[src/rtl/router_pkg.sv]
// rtl/router_pkg.sv - shared event type, constants and round-robin picker for buffered_spike_router
package router_pkg;

    localparam int EVT_ADDR_W = 6;
    localparam int MAX_COLS   = 32;
    localparam int IDX_W      = 5;

    // LUT entry value meaning "this column is not wired to this row"
    localparam logic [EVT_ADDR_W-1:0] NO_CONN = '0;

    typedef struct packed {
        logic                  on_off;
        logic [EVT_ADDR_W-1:0] addr;
    } spike_event_t;

    typedef struct packed {
        logic             found;
        logic [IDX_W-1:0] idx;
    } rr_pick_t;

    // First set bit of mask[n-1:0], scanning upward from ptr and wrapping at n.
    // ptr must be below n.
    function automatic rr_pick_t rr_pick(input logic [MAX_COLS-1:0] mask,
                                         input logic [IDX_W-1:0]    ptr,
                                         input int unsigned         n);
        rr_pick_t    res;
        int unsigned c;
        res = '0;
        for (int unsigned k = 0; k < MAX_COLS; k++) begin
            if (k < n) begin
                c = 32'(ptr) + k;
                if (c >= n) begin
                    c = c - n;
                end
                if (!res.found && mask[c[IDX_W-1:0]]) begin
                    res.found = 1'b1;
                    res.idx   = c[IDX_W-1:0];
                end
            end
        end
        return res;
    endfunction

endpackage

[src/rtl/spike_event_fifo.sv]
// rtl/spike_event_fifo.sv - per-row event FIFO with extra-bit full/empty pointers
//   clk, rst_n   : clock, asynchronous active-low reset
//   push_i       : write push_data_i (accepted when not full, or when popping in the same cycle)
//   pop_i        : drop the head entry (ignored when empty)
//   full_o       : DEPTH entries stored
//   empty_o      : no entries stored
//   head_o       : oldest entry, valid while not empty
module spike_event_fifo #(
    parameter int DEPTH  = 4,
    parameter int DATA_W = 7
) (
    input  logic              clk,
    input  logic              rst_n,
    input  logic              push_i,
    input  logic [DATA_W-1:0] push_data_i,
    input  logic              pop_i,
    output logic              full_o,
    output logic              empty_o,
    output logic [DATA_W-1:0] head_o
);

    localparam int AW = $clog2(DEPTH);

    logic [AW:0]       wptr_q, wptr_d, rptr_q, rptr_d;
    logic [DATA_W-1:0] mem_q [DEPTH];
    logic              do_push, do_pop;

    always_comb begin
        empty_o = (wptr_q == rptr_q);
        full_o  = (wptr_q[AW] != rptr_q[AW]) && (wptr_q[AW-1:0] == rptr_q[AW-1:0]);
        do_pop  = pop_i && !empty_o;
        // a pop in the same cycle frees the slot a push into a full FIFO needs
        do_push = push_i && (!full_o || do_pop);
        wptr_d  = do_push ? wptr_q + 1'b1 : wptr_q;
        rptr_d  = do_pop  ? rptr_q + 1'b1 : rptr_q;
        head_o  = mem_q[rptr_q[AW-1:0]];
    end

    always_ff @(posedge clk or negedge rst_n) begin
        if (!rst_n) begin
            wptr_q <= '0;
            rptr_q <= '0;
        end else begin
            wptr_q <= wptr_d;
            rptr_q <= rptr_d;
        end
    end

    always_ff @(posedge clk) begin
        if (do_push) begin
            mem_q[wptr_q[AW-1:0]] <= push_data_i;
        end
    end

endmodule

[src/rtl/buffered_spike_router.sv]
// rtl/buffered_spike_router.sv - LUT-based column-to-row spike router with per-row buffering
//   clk, rst_n                      : clock, asynchronous active-low reset
//   col_valid, col_on_off           : column spikes and their on/off flags
//   lut_addr                        : [r][c] target address, 0 = unconnected
//   ext_valid, ext_on_off, ext_addr : external stimulus per row, accepted with ext_ready
//   out_valid, out_on_off, out_addr : registered per-row output, held until out_ready
//   clear_counts, drop_count        : saturating per-row lost-spike counters and their clear
module buffered_spike_router
    import router_pkg::*;
#(
    parameter int NUM_COLS   = 4,
    parameter int NUM_ROWS   = 4,
    parameter int ADDR_W     = 6,
    parameter int FIFO_DEPTH = 4,
    parameter int CNT_W      = 16
) (
    input  logic                                 clk,
    input  logic                                 rst_n,
    input  logic [NUM_COLS-1:0]                  col_valid,
    input  logic [NUM_COLS-1:0]                  col_on_off,
    input  logic [NUM_ROWS*NUM_COLS*ADDR_W-1:0]  lut_addr,
    input  logic [NUM_ROWS-1:0]                  ext_valid,
    input  logic [NUM_ROWS-1:0]                  ext_on_off,
    input  logic [NUM_ROWS*ADDR_W-1:0]           ext_addr,
    output logic [NUM_ROWS-1:0]                  ext_ready,
    output logic [NUM_ROWS-1:0]                  out_valid,
    output logic [NUM_ROWS-1:0]                  out_on_off,
    output logic [NUM_ROWS*ADDR_W-1:0]           out_addr,
    input  logic [NUM_ROWS-1:0]                  out_ready,
    input  logic                                 clear_counts,
    output logic [NUM_ROWS*CNT_W-1:0]            drop_count
);

    localparam int PTR_W = (NUM_COLS > 1) ? $clog2(NUM_COLS) : 1;
    localparam int EVT_W = ADDR_W + 1;
    // wide enough to add every column's drop in one cycle before saturating
    localparam int SUM_W = CNT_W + $clog2(NUM_COLS + 1);

    for (genvar r = 0; r < NUM_ROWS; r++) begin : g_row
        logic [NUM_COLS-1:0][ADDR_W-1:0] lut_row;
        logic [NUM_COLS-1:0]             ev, gnt;
        logic [NUM_COLS-1:0]             pend_q, pend_d, pend_oo_q, pend_oo_d;
        logic [PTR_W-1:0]                ptr_q, ptr_d, gidx;
        rr_pick_t                        pick;
        logic                            grant;
        logic [SUM_W-1:0]                drop_n, cnt_sum;
        logic [CNT_W-1:0]                cnt_q, cnt_d;
        logic                            fifo_full, fifo_empty, load, pop, take_ext;
        logic [EVT_W-1:0]                push_data, head;
        logic                            ov_q, ov_d, oo_q, oo_d;
        logic [ADDR_W-1:0]               oa_q, oa_d;

        always_comb begin
            lut_row = '0;
            ev      = '0;
            for (int c = 0; c < NUM_COLS; c++) begin
                lut_row[c] = lut_addr[(r*NUM_COLS + c)*ADDR_W +: ADDR_W];
                ev[c]      = col_valid[c] && (lut_row[c] != ADDR_W'(NO_CONN));
            end
        end

        always_comb begin
            pick      = rr_pick(MAX_COLS'(pend_q), IDX_W'(ptr_q), NUM_COLS);
            grant     = pick.found && !fifo_full;
            gidx      = PTR_W'(pick.idx);
            gnt       = grant ? (NUM_COLS'(1) << gidx) : '0;
            // the address is taken from the LUT now, only on_off was latched at capture
            push_data = {pend_oo_q[gidx], lut_row[gidx]};
            if (!grant) begin
                ptr_d = ptr_q;
            end else if (32'(gidx) == NUM_COLS - 1) begin
                ptr_d = '0;
            end else begin
                ptr_d = gidx + 1'b1;
            end

            // a bit being granted this cycle is free to take a new event
            pend_d    = pend_q;
            pend_oo_d = pend_oo_q;
            drop_n    = '0;
            for (int c = 0; c < NUM_COLS; c++) begin
                pend_d[c] = ev[c] || (pend_q[c] && !gnt[c]);
                if (ev[c] && (!pend_q[c] || gnt[c])) begin
                    pend_oo_d[c] = col_on_off[c];
                end
                if (ev[c] && pend_q[c] && !gnt[c]) begin
                    drop_n = drop_n + 1'b1;
                end
            end
            cnt_sum = SUM_W'(cnt_q) + drop_n;
            if (clear_counts) begin
                cnt_d = '0;
            end else if (cnt_sum > SUM_W'({CNT_W{1'b1}})) begin
                cnt_d = '1;
            end else begin
                cnt_d = cnt_sum[CNT_W-1:0];
            end
        end

        // feedback events always win over external stimulus
        always_comb begin
            load     = !ov_q || out_ready[r];
            pop      = load && !fifo_empty;
            take_ext = load && fifo_empty && ext_valid[r];
            ov_d     = ov_q;
            oo_d     = oo_q;
            oa_d     = oa_q;
            if (pop) begin
                ov_d = 1'b1;
                oo_d = head[ADDR_W];
                oa_d = head[ADDR_W-1:0];
            end else if (take_ext) begin
                ov_d = 1'b1;
                oo_d = ext_on_off[r];
                oa_d = ext_addr[r*ADDR_W +: ADDR_W];
            end else if (load) begin
                ov_d = 1'b0;
            end
        end

        always_ff @(posedge clk or negedge rst_n) begin
            if (!rst_n) begin
                pend_q    <= '0;
                pend_oo_q <= '0;
                ptr_q     <= '0;
                cnt_q     <= '0;
                ov_q      <= 1'b0;
                oo_q      <= 1'b0;
                oa_q      <= '0;
            end else begin
                pend_q    <= pend_d;
                pend_oo_q <= pend_oo_d;
                ptr_q     <= ptr_d;
                cnt_q     <= cnt_d;
                ov_q      <= ov_d;
                oo_q      <= oo_d;
                oa_q      <= oa_d;
            end
        end

        spike_event_fifo #(
            .DEPTH  (FIFO_DEPTH),
            .DATA_W (EVT_W)
        ) u_fifo (
            .clk         (clk),
            .rst_n       (rst_n),
            .push_i      (grant),
            .push_data_i (push_data),
            .pop_i       (pop),
            .full_o      (fifo_full),
            .empty_o     (fifo_empty),
            .head_o      (head)
        );

        assign ext_ready[r]                     = rst_n && load && fifo_empty;
        assign out_valid[r]                     = ov_q;
        assign out_on_off[r]                    = oo_q;
        assign out_addr[r*ADDR_W +: ADDR_W]     = oa_q;
        assign drop_count[r*CNT_W +: CNT_W]     = cnt_q;
    end

endmodule

[config.mk]
export PLATFORM = sky130hd
export DESIGN_NAME = buffered_spike_router
export DESIGN_NICKNAME = d
export VERILOG_FILES = /design/src/rtl/router_pkg.sv /design/src/rtl/spike_event_fifo.sv /design/src/rtl/buffered_spike_router.sv
export SDC_FILE = /design/constraint.sdc
export NUM_CORES = 1
export LEC_CHECK = 0
export BUFFER_PORTS_ARGS = -buffer_cell sky130_fd_sc_hd__buf_2
export CORE_ASPECT_RATIO = 0.6
export CORE_UTILIZATION = 50
export DETAILED_ROUTE_END_ITERATION = 8
export PLACE_DENSITY = 0.83
export SLEW_MARGIN = 20
export SYNTH_ARGS = -nofsm -noshare
export SYNTH_HDL_FRONTEND = slang
export SYNTH_SLANG_ARGS = --single-unit
[constraint.sdc]
create_clock -name clk -period 16.5 [get_ports clk]
set_clock_uncertainty 0.05 [all_clocks]
set_input_delay 0 -clock clk [delete_from_list [all_inputs] [get_ports clk]]
set_output_delay 0 -clock clk [all_outputs]
set_load 0.01 [all_outputs]
# Yosys cells after proc, flatten, opt, wreduce, memory -nomap -nowiden
# Memory sizes are Yosys's and may differ from the RTL's.
# Index checks and enable logic that the tools add are counted.
classes:
  n_reduce_logical: 248
  n_lt_le_gt_ge: 40
  shift: 4
  n_addsub: 56
  n_eq_ne: 16
  muxes: 148
ops:
  columns: ["op", "n"]
  rows:
  - ["$add A19 B1 Y19 const B", 12]
  - ["$mux W19", 12]
  - ["$mux W6", 28]
  - ["$logic_and A1 B1 Y1", 128]
  - ["$mux W16", 8]
  - ["$lt A5 B6 Y1 const B", 16]
  - ["$reduce_bool A6 Y1", 16]
  - ["$bmux W1 S5", 16]
  - ["$mux W5", 16]
  - ["$add A16 B19 Y19", 4]
  - ["$gt A19 B16 Y1 const B", 4]
  - ["$logic_not A1 Y1", 56]
  - ["$mux W1", 52]
  - ["$bmux W6 S2", 4]
  - ["$sub A3 B3 Y4 const B", 12]
  - ["$logic_or A1 B1 Y1", 40]
  - ["$ge A3 B3 Y1 const B", 12]
  - ["$add A2 B2 Y3 const B", 8]
  - ["$add A3 B1 Y3 const B", 8]
  - ["$mux W4", 4]
  - ["$shl A1 B2 Y4 const A", 4]
  - ["$sub A2 B3 Y4 const B", 4]
  - ["$add A2 B1 Y3 const B", 4]
  - ["$eq A3 B3 Y1", 4]
  - ["10 further kinds", 40]
totals:
  reg_bits: 160
  wordCells: 564
  ramBits: 112
  in_bits: 143
  output_inout_bits: 100
  n_memories: 4
memory_table:
  columns: ["memory", "depth", "word_bits", "read_ports", "rd_ports_with_merged_regs", "wr", "line_no", "text"]
  rows:
  - ["g_row[0].u_fifo.mem_q", 4, 7, 1, 0, 1, "spike_event_fifo.sv:25", "logic [DATA_W-1:0] mem_q [DEPTH];"]
  - ["g_row[1].u_fifo.mem_q", 4, 7, 1, 0, 1, "spike_event_fifo.sv:25", null]
  - ["g_row[2].u_fifo.mem_q", 4, 7, 1, 0, 1, "spike_event_fifo.sv:25", null]
  - ["g_row[3].u_fifo.mem_q", 4, 7, 1, 0, 1, "spike_event_fifo.sv:25", null]

# Logic depth before layout (Yosys ltp)
depth:
  word_depth: 29
  mapped_depth: 26
  mapped_depth_nobuf: 24

# Hierarchy
# A second synthesis with hierarchy kept.
hier_totals:
  hier_cells: 1369
  hier_area_um2: 15473.6
by_module_without_submodules:
  columns: ["mod", "cells_each", "n_inst", "area_each_um2"]
  rows:
  - ["buffered_spike_router", 1036, 1, 9537.9]
  - ["spike_event_fifo (g_row[0].u_fifo ...)", 84, 2, 1477.7]
  - ["spike_event_fifo (g_row[3].u_fifo)", 81, 1, 1508.9]
  - ["spike_event_fifo (g_row[2].u_fifo)", 84, 1, 1471.4]

# Least setup slack after synthesis
# OpenSTA, ideal clock, no wires.
synth_timing:
  kind: "register to register"
  startpoint: "reg g_row[0].ptr_q[0]"
  endpoint: "reg g_row[0].cnt_q[10]"
  path_buffers: 4
  t_arrival_ns: 5.764
  slack_ns: 10.549
  setup_ns: 0.137
  stages_incl_launch_ff: 24
  cell_sequence: "dfrtp_1 clkbuf_1 inv_1 ha_1 mux4_2 and2_1 a311o_1 buf_2 buf_2 ha_1 a21bo_2 or2_2 inv_1 ha_1 xnor2_1 ha_1 mux2_2 fa_1 a21o_1 a21oi_1 nor2_1 nand4_1 clkbuf_1 a21oi_1"
synth_between:
  elab_chain_len: 29
synth_rtl:
  columns: ["item", "line_no", "text"]
  rows:
  - ["start, declared", "buffered_spike_router.sv:43", "logic [PTR_W-1:0] ptr_q, ptr_d, gidx;"]
  - ["start signal, assigned", "buffered_spike_router.sv:133", "ptr_q <= ptr_d;"]
  - ["branches (longest 13 deep; another with $sub A3 B3 Y4)", null, null]
  - ["$mux W6 (*)", "router_pkg.sv:35", "if (!res.found && mask[c[IDX_W-1:0]]) begin"]
  - ["$shl A1 B2 Y4 or $logic_and A1 B1 Y1 (tied branches)", "buffered_spike_router.sv:66, buffered_spike_router.sv:64", null]
  - ["$mux W4 (*)", "buffered_spike_router.sv:66", "gnt = grant ? (NUM_COLS'(1) << gidx) : '0;"]
  - ["$logic_not A1 Y1", "buffered_spike_router.sv:86", "if (ev[c] && pend_q[c] && !gnt[c]) begin"]
  - ["$logic_and A1 B1 Y1", "buffered_spike_router.sv:86", null]
  - ["$mux W1", "buffered_spike_router.sv:86", null]
  - ["$add A19 B1 Y19", "buffered_spike_router.sv:87", "drop_n = drop_n + 1'b1;"]
  - ["[... 2 more ...]", null, null]
  - ["$mux W19", "buffered_spike_router.sv:86", null]
  - ["$add A19 B1 Y19", "buffered_spike_router.sv:87", null]
  - ["$mux W19 (*)", "buffered_spike_router.sv:86", null]
  - ["$add A16 B19 Y19 (*)", "buffered_spike_router.sv:90", "cnt_sum = SUM_W'(cnt_q) + drop_n;"]
  - ["$gt A19 B16 Y1", "buffered_spike_router.sv:93", "end else if (cnt_sum > SUM_W'({CNT_W{1'b1}})) begin"]
  - ["$mux W16 (*)", "buffered_spike_router.sv:93", null]
  - ["$mux W16 (*)", "buffered_spike_router.sv:91", "if (clear_counts) begin"]
  - ["named net g_row[0].cnt_d[10]", "buffered_spike_router.sv:47", "logic [CNT_W-1:0] cnt_q, cnt_d;"]
  - ["end signal, assigned", "buffered_spike_router.sv:134", "cnt_q <= cnt_d;"]
  - ["end, declared", "buffered_spike_router.sv:47", null]
# Mark *: on every way through the listed nets, which the timed path passes. The select of a mux whose other input is x is not followed.
# A chain may end at the register's enable or synchronous reset.

# Worst setup path in the final report
layout_timing:
  startpoint: "reg g_row[0].ptr_q[0]"
  endpoint: "reg g_row[0].cnt_q[13]"
# The elaborated chain is that of the path after synthesis.

==> flow_metrics.py <==
metrics = {
    "synthesis": {
        "dominantRegCellSynth": "dfrtp_1",
        "synth_top_area_share_pct": 26.66,
        "synthAdderAreaFrac_pct": 6.698,
        "synth_edf_count": 112,
        "syn_area_sq_mm": 0.01502,
        "synth_top_family_by_area": "multiplexers",
        "synth_xor_area_share_pct": 4.665,
        "synth_area_per_cell_sq_um": 11.75,
        "ys_async_sr_fraction_pct": 58.82,
        "synth-simple-area-share_pct": 11.60,
        "ys_warn_count": 0,
        "synthMuxAreaShare_pct": 15.45,
        "netlist_top_cells_area": "dfrtp_1 (27%), edfxtp_1 (22%), mux2i_1 (7.3%)",
        "yosys_register_bits": 272,
        "synth_compound_area_share_pct": 9.397,
        "synth_cell_types": 68,
        "yosys.area.top_type": "dfrtp_1",
        "yosysSeqAreaShare_pct": 49.05,
        "synthCells": 1278,
    },
    "worst_setup_path": {
        "path_max_fanout": 18,
        "startpoint_type": "flop",
        "path_class": "reg2reg",
        "worstPathRequired_ps": 16900,
        "r2r-end": "g_row[0].cnt_q[13]",
        "r2r_cells": 22,
        "rr_startpoint": "g_row[0].ptr_q[0]",
        "arrival_ps": 7290,
        "setup.worst_path.start": "g_row[0].ptr_q[0]",
        "r2r_slack_ps": 9610,
        "end_kind": "flop",
    },
    "sta": {
        "finalHoldViolations": 0,
        "grt_setup_unrepaired": "false",
        "max_clock_freq_mhz": 145.2,
        "final-max-slew-violation-count": 0,
        "setup_viol": 0,
        "min_period_over_period_pct": 41.74,
        "worst_slack_ps": 9614,
        "worst_pin_slew_ps": 1112,
        "fin_tns_setup_ps": 0,
        "slew-limit-headroom_pct": 25.85,
        "fin_crit_ps": 6886,
    },
    "finish": {
        "fill_cells": 2112,
        "areaGrowthSynthToFinish_pct": 23.15,
        "multi_input_area_sq_mm": 0.007206,
        "stdcell_count": 2030,
        "drive_above_1_share_pct": 23.20,
        "final_area_sq_mm": 0.01850,
        "nets": 1830,
        "final_cell_mix": "buf_2 (240), dfrtp_1 (160), nand2_1 (114), edfxtp_1 (112), dlygate4sd3_1 (112)",
        "final-seq-area_sq_mm": 0.007367,
        "final_common_cell": "buf_2",
    },
    "clock_tree": {
        "clk_pin_slew_ps": 70,
        "post_cts_resized": 0,
        "clk_latency_ps": 540,
        "htreeDepth": 1,
        "cts_tree": "yes",
        "cts_buffers": 26,
        "cts_setup_buffers": 0,
        "numClockSinks": 272,
        "cts_buffer_depth": 3,
        "cts-root-buf": "clkbuf_16",
    },
    "placement": {
        "gp_congestion": 0.8869,
        "port_buffers": 242,
        "placed_cells": 1868,
        "place_area_sq_mm": 0.01650,
        "post-place-ws_ps": 9730,
        "hpwl_um": 27280,
    },
    "grt": {
        "track_usage_pct": 26.81,
        "grt_first_pass_wirelength_um": 64090,
        "grt_overflow": 0,
        "antenna_found_initial": 1,
        "grt_max_degree": 65,
        "grt_pass1_vias": 11650,
    },
    "route": {
        "drc": 0,
        "ant_nets": 0,
        "wl_per_cell_um": 20.13,
        "viasPerCell": 5.855,
        "route.vias.total": 11890,
        "drt-initial-drc-count": 1330,
        "drt_wl_total_um": 40870,
        "drt_first_pass_iters": 6,
    },
    "worst_hold_path": {
        "hold_path_end": "g_row[0].u_fifo.mem_q[2][0]",
        "min_path_cells": 3,
        "worstHoldPathType": "in2reg",
        "min_from": "lut_addr[0]",
    },
    "power": {
        "power.leakage_nw": 8.246,
        "ir_drop_uv": 87.43,
        "p_per_area_mw_per_mm2": 216.6,
    },
    "flow_run": {
        "max_cap_violations": 0,
    },
    "status": {
        "outcome": "complete, no violations",
    },
    "floorplanning": {
        "start_util_pct": 51.56,
        "die-area_sq_mm": 0.03076,
        "fp.dieH_um": 136.3,
        "placementRows": 48,
        "core_sq_mm": 0.02913,
        "ios": 243,
        "die_x_um": 225.8,
    },
}
==> report_power, final <==
part | internal [W] | switching (W) | leakage, nW | total, W
clock network | 0.000330 | 0.000266 | 0.402 | 0.000596
logic | 0.000898 | 0.00114 | 4.83 | 0.00204
registers | 0.00114 | 0.000227 | 3.01 | 0.00137
==> logic make-up (layout without fill, tap and decap cells) <==
| kind of cell | after synthesis | after routing |
|---|---|---|
| xor+xnor | 80 | 80 |
| compound gates | 222 | 222 |
| other cells | 1 | 5 |
| mux | 181 | 181 |
| flops | 272 | 272 |
| fa+ha+maj | 78 | 78 |
| simple gates | 337 | 337 |
| buf+inv | 107 | 455 |
==> layout make-up <==
type                    instances  area share (%)
well taps                     400           2.706
multi-input cells             902           38.96
flip-flops and latches        272           39.83
inverters                      45          0.9132
clock inverters                18          0.7779
diodes                          1         0.01353
repair buffers                362           13.09
clock buffers                  30           3.714
==> how the worst max path moves through the flow <==
| stage | endpoint | slack [ps] | depth (start not counted) |
|---|---|---|---|
| final | g_row[0].cnt_q[13] | 9610 | 22 |
| after CTS | g_row[1].cnt_q[13] | 9690 | 19 |
| after floorplan | g_row[0].cnt_q[10] | 10550 | 23 |
| after global routing | g_row[0].cnt_q[13] | 9080 | 22 |
| after global placement | g_row[1].cnt_q[13] | 10080 | 19 |
| after detailed placement | g_row[0].cnt_q[11] | 9730 | 22 |
==> critical path: stages, from the launching register on <==
cell,delay [ps]
dfrtp_1,560
inv_1,170
ha_1,390
mux4_2,530
and2_1,210
o22ai_1,120
a311o_1,860
inv_1,180
ha_1,260
a21bo_2,210
nor2_1,150
ha_1,280
xnor2_1,260
ha_1,190
nand4_1,100
xnor2_1,180
ha_1,330
a21o_1,130
a21oi_1,100
nor2_1,410
nand4_1,550
and4_1,420
nor3_1,140
==> cells in the mapped netlist, types with 17 or more instances <==
cell type	instances
nor2_1	44
a21o_1	19
xnor2_1	50
mux2i_1	110
and2_1	24
inv_1	43
and3_1	19
or4_1	17
a21oi_1	75
mux2_2	32
xor2_1	30
ha_1	74
nand2_1	114
nand3_1	25
dfrtp_1	160
o21ai_0	48
clkbuf_1	36
mux4_2	37
edfxtp_1	112
==> stage by stage <==
step | hold slack (ps) | utilization (%) | power [W]
after floorplan | -345.6 | - | 0.002770
after global placement | -45.73 | 56.65 | 0.003165
after detailed placement | -35.88 | 56.65 | 0.003270
after CTS | 1.679 | 63.41 | 0.003961
after global routing | 22.25 | 63.50 | 0.004266
final | 43.60 | 63.50 | 0.004007
==> registers in the layout, indices dropped and copies added (netlist names) <==
name,count
g_row.oa_q,24
g_row.cnt_q,64
g_row.u_fifo.mem_q,112
g_row.ov_q,4
g_row.u_fifo.wptr_q,12
g_row.oo_q,4
g_row.pend_oo_q,16
g_row.pend_q,16
g_row.u_fifo.rptr_q,12
g_row.ptr_q,8
==> metal layers <==
layer	track usage, %	routed length [um]	share of wire, %
met3	6.419	3510	8.6
met1	37.42	17450	43
met5	0	0	0
met2	39.85	17960	44
met4	11.72	1956	4.8
==> timing repair <==
action | 4_1_cts | 5_1_grt
endpoints found under the setup margin | 0 | 0
hold endpoints to repair | 189 | 17
hold buffers | 112 | 1
No activity file was read; power rests on OpenSTA's default activity.
